File: src/rtl/fetch_unit.sv
// Instruction fetch sequencer: one outstanding imem request, presents a word to decode, redirects on consume.
// Latency 2 cycles fetch-to-issue minimum; backpressure: imem_ready=0 holds the request, stall holds instr/pc.
module fetch_unit #(
  parameter int                    Data_Width = 32,
  parameter logic [Data_Width-1:0] RESET_PC   = '0
) (
  input  logic                  clk,
  input  logic                  rst_n,
  output logic                  imem_req,
  output logic [Data_Width-1:0] imem_addr,
  input  logic                  imem_ready,
  input  logic                  imem_rvalid,
  input  logic [Data_Width-1:0] imem_rdata,
  input  logic                  stall,
  input  logic                  branch_taken,
  input  logic [Data_Width-1:0] branch_target,
  input  logic                  jalr_sel,
  input  logic [Data_Width-1:0] jalr_target,
  output logic                  instr_valid,
  output logic [Data_Width-1:0] instr,
  output logic [Data_Width-1:0] pc,
  output logic [Data_Width-1:0] pc_plus4,
  output logic                  misaligned,
  output logic [31:0]           instr_count
);

  typedef enum logic [2:0] {IDLE, FETCH, WAIT, ISSUE, HALT} state_t;

  localparam logic [Data_Width-1:0] NOP       = Data_Width'(32'h0000_0013);
  localparam logic [Data_Width-1:0] WORD      = Data_Width'(4);
  localparam logic [Data_Width-1:0] LSB_CLEAR = ~Data_Width'(1);

  state_t                state;
  logic [Data_Width-1:0] fetch_pc;
  logic [Data_Width-1:0] next_pc;
  logic                  redirect;
  logic                  bad_target;

  assign imem_addr = fetch_pc;
  assign pc_plus4  = pc + WORD;

  // jalr wins over a taken branch; only redirects can land off a word boundary
  always_comb begin
    redirect = 1'b0;
    next_pc  = pc_plus4;
    if (jalr_sel) begin
      redirect = 1'b1;
      next_pc  = jalr_target & LSB_CLEAR;
    end else if (branch_taken) begin
      redirect = 1'b1;
      next_pc  = branch_target;
    end
    bad_target = redirect && (next_pc[1:0] != 2'b00);
  end

  always_ff @(posedge clk or negedge rst_n) begin
    if (!rst_n) begin
      state       <= IDLE;
      fetch_pc    <= RESET_PC;
      pc          <= RESET_PC;
      instr       <= NOP;
      instr_valid <= 1'b0;
      imem_req    <= 1'b0;
      misaligned  <= 1'b0;
      instr_count <= '0;
    end else begin
      case (state)
        IDLE: begin
          state    <= FETCH;
          imem_req <= 1'b1;
        end
        FETCH: begin
          if (imem_ready) begin
            state    <= WAIT;
            imem_req <= 1'b0;
          end
        end
        WAIT: begin
          if (imem_rvalid) begin
            instr       <= imem_rdata;
            pc          <= fetch_pc;
            instr_valid <= 1'b1;
            state       <= ISSUE;
          end
        end
        ISSUE: begin
          if (!stall) begin
            instr_count <= instr_count + 32'd1;
            instr_valid <= 1'b0;
            if (bad_target) begin
              misaligned <= 1'b1;
              state      <= HALT;
            end else begin
              fetch_pc <= next_pc;
              imem_req <= 1'b1;
              state    <= FETCH;
            end
          end
        end
        HALT: begin
          imem_req    <= 1'b0;
          instr_valid <= 1'b0;
        end
        default: begin
          state       <= IDLE;
          imem_req    <= 1'b0;
          instr_valid <= 1'b0;
        end
      endcase
    end
  end

endmodule
File: config.mk
export PLATFORM = sky130hd
export DESIGN_NAME = fetch_unit
export DESIGN_NICKNAME = d
export VERILOG_FILES = /design/src/rtl/fetch_unit.sv
export SDC_FILE = /design/constraint.sdc
export NUM_CORES = 1
export LEC_CHECK = 0
export BUFFER_PORTS_ARGS = -buffer_cell sky130_fd_sc_hd__buf_2
export CORE_ASPECT_RATIO = 2
export CORE_MARGIN = 2
export CORE_UTILIZATION = 45
export DETAILED_ROUTE_END_ITERATION = 12
export GPL_ROUTABILITY_DRIVEN = 0
export GPL_TIMING_DRIVEN = 0
export PLACE_DENSITY = 0.85
export SYNTH_ARGS = -nofsm -noshare
export SYNTH_HDL_FRONTEND = slang
export SYNTH_SLANG_ARGS = --single-unit
File: constraint.sdc
create_clock -name clk -period 4.7 [get_ports clk]
set_input_delay 0.705 -clock clk [delete_from_list [all_inputs] [get_ports clk]]
set_output_delay 0.705 -clock clk [all_outputs]
set_load 0.005 [all_outputs]
==> results summary <==
At the worst endpoint, the required time is around 4000 ps. The mux share of post-synthesis cell area came out at 0.115. The setup TNS is 0 ps. The aggregate global routing overflow came out at 0. The simple-gate share of the synthesized area is 0.163. The floorplan step set the die width to just under 90 um. Clock latency on the worst-skew pair, taken at its later pin, is 420 ps. The count of nets left with antenna violations once routing finished came out at 0.

For this run, the top clock speed supported by timing is about 0.30 GHz. For this design the top-level I/O count stands at 266. The root buffer selected by CTS is clkbuf_16. The compound-cell area share of the yosys netlist is 0.0975. For this run, the leading register cell type out of synthesis is dfrtp_1.

Buffers placed on the I/O ports in this run total approximately 260. The reported net switching power is 1840 uW. The flop and latch count out of synthesis came out at roughly 130. The leakage power figure came out at around 0.0044 uW. The hold violation count in the final report came out at 0. The Yosys step of the flow raised 0 warnings. The kind of capture point of the worst setup path is an output pin. The area growth from synthesis to layout is 34.7%. The core region is between 0.01 and 0.015 sq mm. The final setup violation count came out at 0.

The critical path ends at pc_plus4[24]. Setup repair after global routing left no endpoint under its margin. Along the worst path, the maximum fanout reaches 5.

The longest clock path from root to sink contains 2 buffers. The library cell used most frequently in the layout, excluding fill and tap cells, is buf_2. The number of buffers inserted by post-CTS setup repair is 0.

The area share of xor/xnor cells in the synthesized design is 0.0793. The post-cts sizing count is 0. In this run the critical register-to-register path is captured at imem_addr[18].

The count of final max-slew check failures came out at 0. Of the total power, combinational logic draws 0.338. The die area is about 0.016 sq mm. Using the TritonRoute via totals, the vias-per-cell ratio works out to 5.50. The total number of vias came out at around 5900.

STA classifies the critical path startpoint as a flip-flop. The part of the Yosys area used for sequential elements is 0.510. The power per standard cell area is just over 600 mW/mm^2. The async set-or-reset flop fraction in the synthesized netlist is 1.00. The adder-cell share of the synthesized area is 0.00380. In the final routed layout, each cell accounts on average for between 15 and 20 um. The cell internal power dissipation is around 3600 uW.

The portion of the clock cycle consumed by the worst path in the final layout is 0.713. The final worst clock skew came out at between 10 and 15 ps. The worst register-to-register path has a setup slack of about 2400 ps. The global-route wire length before repair is 32.4 mm. TritonCTS built the clock tree. Hold is met by 263 ps. The floorplan die height is approximately 180 um. The number of CTS-inserted buffers came out at 17. In the layout the commonest cells are 276 x buf_2, 131 x dfrtp_1, 55 x mux2_2, 47 x nand2_1, 39 x xnor2_1. Of the total power, the share spent switching nets is 0.339. The share of total power in sequential cells is 0.375. The hold buffer count at CTS is 0. The initial DRC count is ~270. The worst hold path class is input pin to asynchronous set/reset pin. The final critical-path required period is roughly 3400 ps.

The worst register-to-register path begins at pc[2]. The run finished with clean final reports. The wire length after detailed routing is 21.2 mm. The via count of the first global-routing pass is a little over 6000. After synthesis, the mean cell area works out to about 11 sq um. The number of cell instances on the worst register-to-register path came out at 6. In this run the worst setup path begins at pc[2]. The cell count after synthesis came out at 589. The clock sink count came out at roughly 130. In the routed design, unresolved DRC markers number 0.

The initial utilization of the core area, before any placement, comes to 0.459. The max-capacitance violation count came out at 0. The worst-margin pin slew came out at ~960 ps. The maximum resistive drop on vdd is between 0.3 and 0.4 mV.

Across every metal layer, demand over resource in global routing totals 0.276. By area, the combinational part of the netlist is dominated by simple AND/OR/NAND/NOR gates. The largest net degree at the start of global routing came out at 73. The clock edge transition at the registers on the reported setup and hold paths is around 60 ps. The count of H-tree levels built during CTS is 4. Synthesis instantiated 66 different standard cells from the library.

The number of search-and-repair iterations in the first detailed-routing pass came out at 6. The arrival time of the worst setup path is around 2700 ps. The number of cell rows came out at 62. The mapped netlist covers 0.00658 sq mm. In this run the tightest slew margin relative to its limit is 0.361.

The power share of the clock group is 0.288. The fraction of final layout cells sized beyond drive strength 1 came out at 0.448. The post-synth net total came out at just under 700. The sum of net half-perimeters after detailed placement is 16.1 mm. The number of flops mapped to enable cells by yosys came out at 0. The number of nets in the layout came out at around 980. The initial antenna violation count was 0. The number of diodes came out at 0. The critical path is of the flip-flop to output pin type.
-- critical path: stages (launching register included) --
cell     delay [ps]
dfrtp_1         450
ha_1            290
nand3_1         320
nor3_4          390
nand4_1         230
xnor2_1         360
buf_2           180
-- sequential cells by signal (all words and copies together) (netlist names) --
signal,count
state,3
pc,32
instr,32
instr_valid,1
misaligned,1
instr_count,32
imem_req,1
imem_addr,32
-- synthesized netlist by cell type, types with 3 or more instances --
library cell | instances | area [sq um]
a21oi_1 | 23 | 115
a221o_1 | 3 | 30.0
a221oi_1 | 5 | 43.8
and2_1 | 3 | 18.8
and3_1 | 11 | 68.8
buf_2 | 15 | 75.1
buf_4 | 5 | 37.5
clkbuf_1 | 9 | 33.8
dfrtp_1 | 131 | 3280
dfstp_2 | 3 | 78.8
inv_1 | 13 | 48.8
mux2_1 | 4 | 45.0
mux2_2 | 55 | 619
mux2i_1 | 9 | 90.1
nand2_1 | 47 | 176
nand2b_1 | 6 | 37.5
nand3_1 | 25 | 125
nand4_1 | 25 | 156
nor2_1 | 34 | 128
nor2b_1 | 4 | 25.0
nor3_1 | 6 | 30.0
nor3_4 | 4 | 65.1
nor4_1 | 5 | 31.3
o211ai_1 | 5 | 37.5
o21a_1 | 4 | 30.0
o21ai_0 | 20 | 100
o21ai_1 | 3 | 15.0
o2bb2ai_1 | 6 | 52.6
xnor2_1 | 39 | 342
xnor2_2 | 3 | 48.8
xor2_1 | 15 | 131
-- power groups by stage --
| stage | sequential, uW | clock, uW | combinational, uW |
|---|---|---|---|
| 6_report | 2040 | 1560 | 1830 |
| 5_1_grt | 2100 | 1630 | 1990 |
| 4_1_cts | 2030 | 1580 | 1850 |
| 3_5_place_dp | 2050 | 0 | 1840 |
| 3_3_place_gp | 2020 | 0 | 1780 |
| 2_1_floorplan | 2000 | 0 | 904 |
-- area by class of cell --
type / instances / area (sq um)
fill: 1179 / 5490
buffer: 31 / 161
multi-input combinational: 411 / 3020
clock buffer: 21 / 480
tap: 192 / 240
inverter: 13 / 48.8
clock inverter: 11 / 218
timing repair buffer: 263 / 1350
sequential: 134 / 3360
-- kinds of logic (layout without fill, tap and decap cells) --
logic type	after synthesis	count (layout)
compound gates	94	94
xor+xnor	57	57
fa+ha+maj	2	2
buf+inv	44	339
flops	134	134
mux	68	68
simple gates	190	190
-- worst min path at each step --
stage | endpoint | slack (ps) | cells past startpoint
6_report | instr_valid | 260 | 1
5_1_grt | instr[28] | 310 | 1
4_1_cts | instr[25] | 280 | 1
3_5_place_dp | misaligned | 460 | 1
3_3_place_gp | misaligned | 450 | 1
2_1_floorplan | imem_addr[0] | 410 | 0
-- per-stage QoR --
step / cell area (sq um) / instances / power, uW / util / worst slack, ps
finish: 8870 / 1076 / 5430 / 0.618 / 1350
global route: 8870 / 1076 / 5730 / 0.618 / 1190
CTS: 8870 / 1076 / 5460 / 0.618 / 1320
detailed placement: 8170 / 1044 / 3880 / 0.569 / 1760
global placement: 8130 / 1043 / 3800 / 0.567 / 1150
floorplan: 6580 / 589 / 2910 / - / 2400
-- per-layer routing --
metal / vias up / GRT usage / share of wire
li1: 2682 / - / -
met1: 2857 / 0.284 / 0.34
met2: 307 / 0.493 / 0.55
met3: 70 / 0.0685 / 0.069
met4: 0 / 0.144 / 0.042
met5: - / 0 / 0
Note: power is estimated with default switching activity, not from simulation.
